`src/rtl/wb_interconnect_nslv.sv`:
```
// ---------------------------------------------------------------------------
// wb_interconnect_nslv
//   Single-master, NUM_SLV-slave Wishbone classic interconnect. The master
//   address is decoded against a per-slave base/mask map in IDLE, and the
//   selected slave is then connected to the master until it ACKs. The master
//   can abort by dropping CYC. A miss returns a one-cycle ERR. A slave that
//   does not ACK within TIMEOUT_CYC cycles is cut off and ERR is returned.
//   Errors are counted (saturating) and the faulting address is kept.
//
// Ports
//   clk_i, rst_ni            clock, asynchronous active-low reset
//   M_ADR_O/DAT_O/WE_O/
//   M_SEL_O/STB_O/CYC_O      master request inputs
//   M_DAT_I/ACK_I/ERR_I      master response outputs
//   S_DAT_I/ADR_I/WE_I/
//   S_SEL_I/STB_I/CYC_I      packed per-slave request outputs
//   S_DAT_O/ACK_O            packed per-slave response inputs
//   err_cnt_o                saturating error count
//   err_addr_o               address of the most recent error
// ---------------------------------------------------------------------------
module wb_interconnect_nslv #(
  parameter int unsigned ADDR_WIDTH  = 32,
  parameter int unsigned DATA_WIDTH  = 32,
  parameter int unsigned NUM_SLV     = 4,
  parameter logic [NUM_SLV*ADDR_WIDTH-1:0] SLV_BASE = '0,
  parameter logic [NUM_SLV*ADDR_WIDTH-1:0] SLV_MASK = '0,
  parameter int unsigned TIMEOUT_CYC = 255
) (
  input  logic                              clk_i,
  input  logic                              rst_ni,
  input  logic [ADDR_WIDTH-1:0]             M_ADR_O,
  input  logic [DATA_WIDTH-1:0]             M_DAT_O,
  input  logic                              M_WE_O,
  input  logic [DATA_WIDTH/8-1:0]           M_SEL_O,
  input  logic                              M_STB_O,
  input  logic                              M_CYC_O,
  output logic [DATA_WIDTH-1:0]             M_DAT_I,
  output logic                              M_ACK_I,
  output logic                              M_ERR_I,
  output logic [NUM_SLV*DATA_WIDTH-1:0]     S_DAT_I,
  output logic [NUM_SLV*ADDR_WIDTH-1:0]     S_ADR_I,
  output logic [NUM_SLV-1:0]                S_WE_I,
  output logic [NUM_SLV*DATA_WIDTH/8-1:0]   S_SEL_I,
  output logic [NUM_SLV-1:0]                S_STB_I,
  output logic [NUM_SLV-1:0]                S_CYC_I,
  input  logic [NUM_SLV*DATA_WIDTH-1:0]     S_DAT_O,
  input  logic [NUM_SLV-1:0]                S_ACK_O,
  output logic [7:0]                        err_cnt_o,
  output logic [ADDR_WIDTH-1:0]             err_addr_o
);

  localparam int unsigned BE_W  = DATA_WIDTH / 8;
  localparam int unsigned SEL_W = (NUM_SLV > 1) ? $clog2(NUM_SLV) : 1;
  localparam int unsigned WD_W  = (TIMEOUT_CYC > 1) ? $clog2(TIMEOUT_CYC) : 1;
  localparam bit          WD_EN = (TIMEOUT_CYC != 0);
  localparam logic [WD_W-1:0] WD_LAST = WD_W'((TIMEOUT_CYC == 0) ? 0 : TIMEOUT_CYC - 1);

  localparam logic [1:0] IDLE   = 2'd0;
  localparam logic [1:0] ACTIVE = 2'd1;
  localparam logic [1:0] DECERR = 2'd2;

  logic [1:0]       state;
  logic [SEL_W-1:0] sel_q;
  logic [WD_W-1:0]  wdog;

  logic             dec_hit;
  logic [SEL_W-1:0] dec_idx;
  logic             active;
  logic             ack_sel;
  logic             abort;
  logic             wd_fire;
  logic             log_err;

  // Address decode; scanning downward lets the lowest matching index win.
  always_comb begin
    dec_hit = 1'b0;
    dec_idx = '0;
    for (int k = NUM_SLV - 1; k >= 0; k--) begin
      if ((M_ADR_O & SLV_MASK[k*ADDR_WIDTH +: ADDR_WIDTH]) ==
          (SLV_BASE[k*ADDR_WIDTH +: ADDR_WIDTH] & SLV_MASK[k*ADDR_WIDTH +: ADDR_WIDTH])) begin
        dec_hit = 1'b1;
        dec_idx = SEL_W'(k);
      end
    end
  end

  assign active  = (state == ACTIVE);
  assign ack_sel = active & S_ACK_O[sel_q];
  assign abort   = active & ~M_CYC_O;
  // ACK on the last watchdog cycle takes precedence over the timeout, and an
  // aborting master (CYC low) never gets an error.
  assign wd_fire = WD_EN & active & M_CYC_O & ~ack_sel & (wdog == WD_LAST);
  assign log_err = wd_fire | (state == DECERR);

  // Routing: only the latched slave is driven, and only while ACTIVE.
  always_comb begin
    S_DAT_I = '0;
    S_ADR_I = '0;
    S_WE_I  = '0;
    S_SEL_I = '0;
    S_STB_I = '0;
    S_CYC_I = '0;
    M_DAT_I = '0;
    M_ACK_I = 1'b0;
    M_ERR_I = 1'b0;
    if (active) begin
      S_DAT_I[32'(sel_q)*DATA_WIDTH +: DATA_WIDTH] = M_DAT_O;
      S_ADR_I[32'(sel_q)*ADDR_WIDTH +: ADDR_WIDTH] = M_ADR_O;
      S_SEL_I[32'(sel_q)*BE_W +: BE_W]             = M_SEL_O;
      S_WE_I[sel_q]  = M_WE_O;
      // On timeout the slave is released in the same cycle ERR goes out.
      S_STB_I[sel_q] = M_STB_O & ~wd_fire;
      S_CYC_I[sel_q] = M_CYC_O & ~wd_fire;
      M_DAT_I = S_DAT_O[32'(sel_q)*DATA_WIDTH +: DATA_WIDTH];
      M_ACK_I = ack_sel;
      M_ERR_I = wd_fire;
    end else if (state == DECERR) begin
      M_ERR_I = 1'b1;
    end
  end

  always_ff @(posedge clk_i or negedge rst_ni) begin
    if (!rst_ni) begin
      state      <= IDLE;
      sel_q      <= '0;
      wdog       <= '0;
      err_cnt_o  <= '0;
      err_addr_o <= '0;
    end else begin
      case (state)
        IDLE: begin
          if (M_STB_O && M_CYC_O) begin
            if (dec_hit) begin
              sel_q <= dec_idx;
              wdog  <= '0;
              state <= ACTIVE;
            end else begin
              state <= DECERR;
            end
          end
        end
        ACTIVE: begin
          if (ack_sel || abort || wd_fire) begin
            state <= IDLE;
          end else begin
            wdog <= wdog + WD_W'(1);
          end
        end
        DECERR:  state <= IDLE;
        default: state <= IDLE;
      endcase

      if (log_err) begin
        if (err_cnt_o != 8'hFF) begin
          err_cnt_o <= err_cnt_o + 8'd1;
        end
        err_addr_o <= M_ADR_O;
      end
    end
  end

endmodule
```
`config.mk`:
```
export PLATFORM = sky130hd
export DESIGN_NAME = wb_interconnect_nslv
export DESIGN_NICKNAME = d
export VERILOG_FILES = /design/src/rtl/wb_interconnect_nslv.sv
export SDC_FILE = /design/constraint.sdc
export NUM_CORES = 1
export LEC_CHECK = 0
export CORE_AREA = 2 2 221 223
export CTS_CLUSTER_SIZE = 12
export DETAILED_ROUTE_END_ITERATION = 10
export DIE_AREA = 0 0 223 225
export DONT_BUFFER_PORTS = 1
export PLACE_DENSITY = 0.3
export SLEW_MARGIN = 30
export SYNTH_ARGS = -nofsm -noshare
export SYNTH_HDL_FRONTEND = slang
export SYNTH_SLANG_ARGS = --single-unit
export TNS_END_PERCENT = 10
```
`constraint.sdc`:
```
create_clock -name clk_i -period 2.1 [get_ports clk_i]
set_input_delay 0.315 -clock clk_i [delete_from_list [all_inputs] [get_ports clk_i]]
set_output_delay 0.315 -clock clk_i [all_outputs]
set_load 0.02 [all_outputs]
```
==> results.sh <==
export IMPL_placed_cells=1162
export IMPL_grt_use_total_pct=4.84
export IMPL_viasPerCell=2.48
export IMPL_hold_violations=0
export IMPL_drt_wirelength_per_cell_um=11.5
export IMPL_start_kind="flip-flop"
export IMPL_synth_cells=554
export IMPL_crit_path_start="state[0]"
export IMPL_synth_seq_cells=49
export IMPL_period_minus_slack_ns=1.97
export IMPL_area_delta_synth_final_pct=4.28
export IMPL_final_area_sq_um=4600
export IMPL_initial_core_util_pct=9.27
export IMPL_placed_area_sq_um=4410
export IMPL_cp_required_ns=1.78
export IMPL_yosys_warnings=0
export IMPL_grt_pass1_wl_mm=17.0
export IMPL_critPathSlowestCell="dfrtp_2"
export IMPL_drt_pass1_iter_count=6
export IMPL_use_met2_pct=9.00
export IMPL_grt_busiest_layer="met2"
export IMPL_numClockSinks=49
export IMPL_die_width_um=223
export IMPL_dp_hpwl_mm=10.7
export IMPL_grt_overflow=0
export IMPL_r2r_start="wdog[0]"
export IMPL_worstHoldStart="M_ADR_O[30]"
export IMPL_layout_drive_gt1_share_pct=5.39
export IMPL_fin_tns_setup_ns=0
export IMPL_htreeDepth=2
export IMPL_yosysUniqueCellTypes=40
export IMPL_die_h_um=225
export IMPL_path_clk_slew_ns=0.10
export IMPL_place_congestion=0.768
export IMPL_clockRootBuffer="clkbuf_16"
export IMPL_cts_tree="done"
export IMPL_clock_latency_ns=0.33
export IMPL_maxCapViolCount=0
export IMPL_pin_count=563
export IMPL_core_sq_um=47500
export IMPL_fin_ws_ns=0.130
export IMPL_clock_skew_ns=0.0267
export IMPL_diodes=0
export IMPL_rsz0062_at_grt="no"
export IMPL_portBuffers=0
export IMPL_p_comb_share_pct=26.7
export IMPL_dieArea_sq_um=50200
export IMPL_drt_total_wl_mm=13.5
export IMPL_hold_path_depth=2
export IMPL_final_setup_viol_count=0
export IMPL_num_rows=80
export IMPL_vdd_drop_max_uv=263
export IMPL_drc=0
export IMPL_numCtsBuffers=5
export IMPL_nFillCells=5519
export IMPL_switching_power_uw=1090
export IMPL_grt_pass1_vias=2460
export IMPL_synth_area_per_cell_sq_um=7.96
export IMPL_status="complete, no violations"
export IMPL_grt_start_max_net_pins=74
export IMPL_postRouteAntennaNets=0
export IMPL_crit_fanout=73
export IMPL_worstPathArrival_ns=1.65
export IMPL_max_freq_mhz=508
export IMPL_max_stage_delay_ns=0.40
export IMPL_grt_met3_usage_pct=1.53
export IMPL_antenna_found_initial=3
export IMPL_timing_final_crit_share_pct=93.8
export IMPL_drt_initial_drc_count=146
export IMPL_pwr_share_seq_pct=37.0
export IMPL_p_sw_share_pct=42.2
export IMPL_clockPowerShare_pct=36.2
export IMPL_worstSetupEndpointType="primary output"
export IMPL_crit_chain="buf_6 > and4b_1 > and3_1"
export IMPL_holdWs_ns=0.0950
export IMPL_cts_path_max_buffers=2
export IMPL_power_leakage_uw=0.00232
export IMPL_ys_seq_area_share_pct=27.8
export IMPL_critical_path_class="flip-flop to primary output"
export IMPL_pwr_density_cell_nw_per_um2=562
export IMPL_reg2reg_depth=7
export IMPL_hold_class="primary input to flip-flop"
export IMPL_use_met1_pct=5.24
export IMPL_syn_area_sq_um=4410
export IMPL_postCtsSetupBuffers=0
export IMPL_pre_cts_ws_ns=0.319
export IMPL_stdcell_count=1172
export IMPL_layout_nets=764
export IMPL_maxSlewViolCount=0
export IMPL_internal_power_uw=1490
export IMPL_num_vias=2908
==> final timing paths <==
kind                                  end  slack, ns
max                               M_ERR_I       0.13
min reg2reg                       wdog[5]       0.53
min                        err_addr_o[30]        0.1
max in group asynchronous   err_addr_o[1]       1.28
min in group asynchronous    err_cnt_o[7]       0.50
max reg2reg                  err_cnt_o[1]       0.35
==> registers in the layout (all words and copies together) (netlist names) <==
| signal | flops |
|---|---|
| wdog | 8 |
| err_cnt_o | 8 |
| state | 1 |
| err_addr_o | 32 |
==> cell usage in the layout, fill, tap and decap left out, types with 4 or more instances in the layout <==
master,instances
nand3_1,5
xor2_1,5
dfrtp_1,48
nand4_1,4
a31oi_1,5
and2_1,104
nor3_1,4
nand2_1,105
clkbuf_16,5
and3_1,4
buf_4,12
conb_1,213
==> cells in the mapped netlist (all sizes together) <==
library cell | instances | area [sq um]
a211o | 2 | 17.5
o221ai | 1 | 8.76
and3b | 1 | 8.76
nor3b | 1 | 7.51
and2 | 104 | 651
o2bb2ai | 1 | 8.76
ha | 3 | 37.5
and4 | 2 | 20.0
mux2 | 2 | 22.5
buf | 218 | 1630
clkbuf | 15 | 56.3
o21a | 1 | 7.51
nor3 | 5 | 30.0
nand4 | 4 | 25.0
a31o | 1 | 8.76
or4 | 1 | 7.51
nand3 | 5 | 25.0
nor2b | 1 | 6.26
inv | 3 | 11.3
a21oi | 2 | 10.0
xor2 | 5 | 43.8
nand3b | 1 | 7.51
nand2b | 2 | 12.5
a31oi | 5 | 31.3
dfrtp | 49 | 1230
and3 | 4 | 25.0
nand2 | 105 | 394
conb | 1 | 3.75
o21ai | 1 | 5.00
and4b | 1 | 10.0
nor4 | 1 | 6.26
nor2 | 3 | 11.3
o211a | 1 | 10.0
mux2i | 1 | 10.0
o21ba | 1 | 10.0
==> power by group through the flow <==
stage / logic (uW) / registers [uW] / clock network (uW)
2_1_floorplan: 904 / 979 / 0
3_3_place_gp: 658 / 976 / 0
3_5_place_dp: 654 / 976 / 0
4_1_cts: 689 / 957 / 1020
5_1_grt: 737 / 959 / 1040
6_report: 691 / 957 / 936
==> worst max-delay path: cells and delay by family, from the launching register on <==
family | cells | cell delay (ns)
and+or+nand+nor | 2 | 0.59
DFF | 1 | 0.40
buffers and inverters | 1 | 0.33
==> kinds of logic (layout without fill, tap and decap cells) <==
family	count (synthesis)	in the layout	synth area share, %
simple gates	241	241	28.3
xor+xnor	5	5	0.993
mux	3	3	0.738
compound gates	16	16	2.67
buf+inv	236	27	38.6
other cells	1	213	0.0850
flops	49	49	27.8
fa+ha+maj	3	3	0.851
==> metrics by stage <==
step,util [%],power (uW)
2_1_floorplan,-,1880
3_3_place_gp,9.27,1630
3_5_place_dp,9.27,1630
4_1_cts,9.67,2660
5_1_grt,9.67,2730
6_report,9.67,2580
==> per-layer routing <==
layer	share of wire, %	up-vias	wire [um]
met5	0	-	0
met4	1.4	0	184
met3	8.4	14	1140
met2	53	255	7100
met1	38	1347	5050
li1	-	1292	-
==> what timing repair did <==
item / in CTS / in global routing
endpoints found under the hold margin: 49 / 0
gates resized for setup: 1 / 0
endpoints found under the setup margin: 1 / 0
hold buffers: 2 / 0
==> cell type report <==
| type | count | area [sq um] | area share, % |
|---|---|---|---|
| clock buffers | 5 | 125 | 2.72 |
| clock inverters | 3 | 26.3 | 0.571 |
| inverters | 3 | 11.3 | 0.245 |
| multi-input cells | 481 | 2280 | 49.6 |
| flip-flops and latches | 49 | 1230 | 26.7 |
| well taps | 615 | 769 | 16.7 |
| repair buffers | 16 | 159 | 3.46 |
Note: power is estimated with default switching activity, not from simulation.
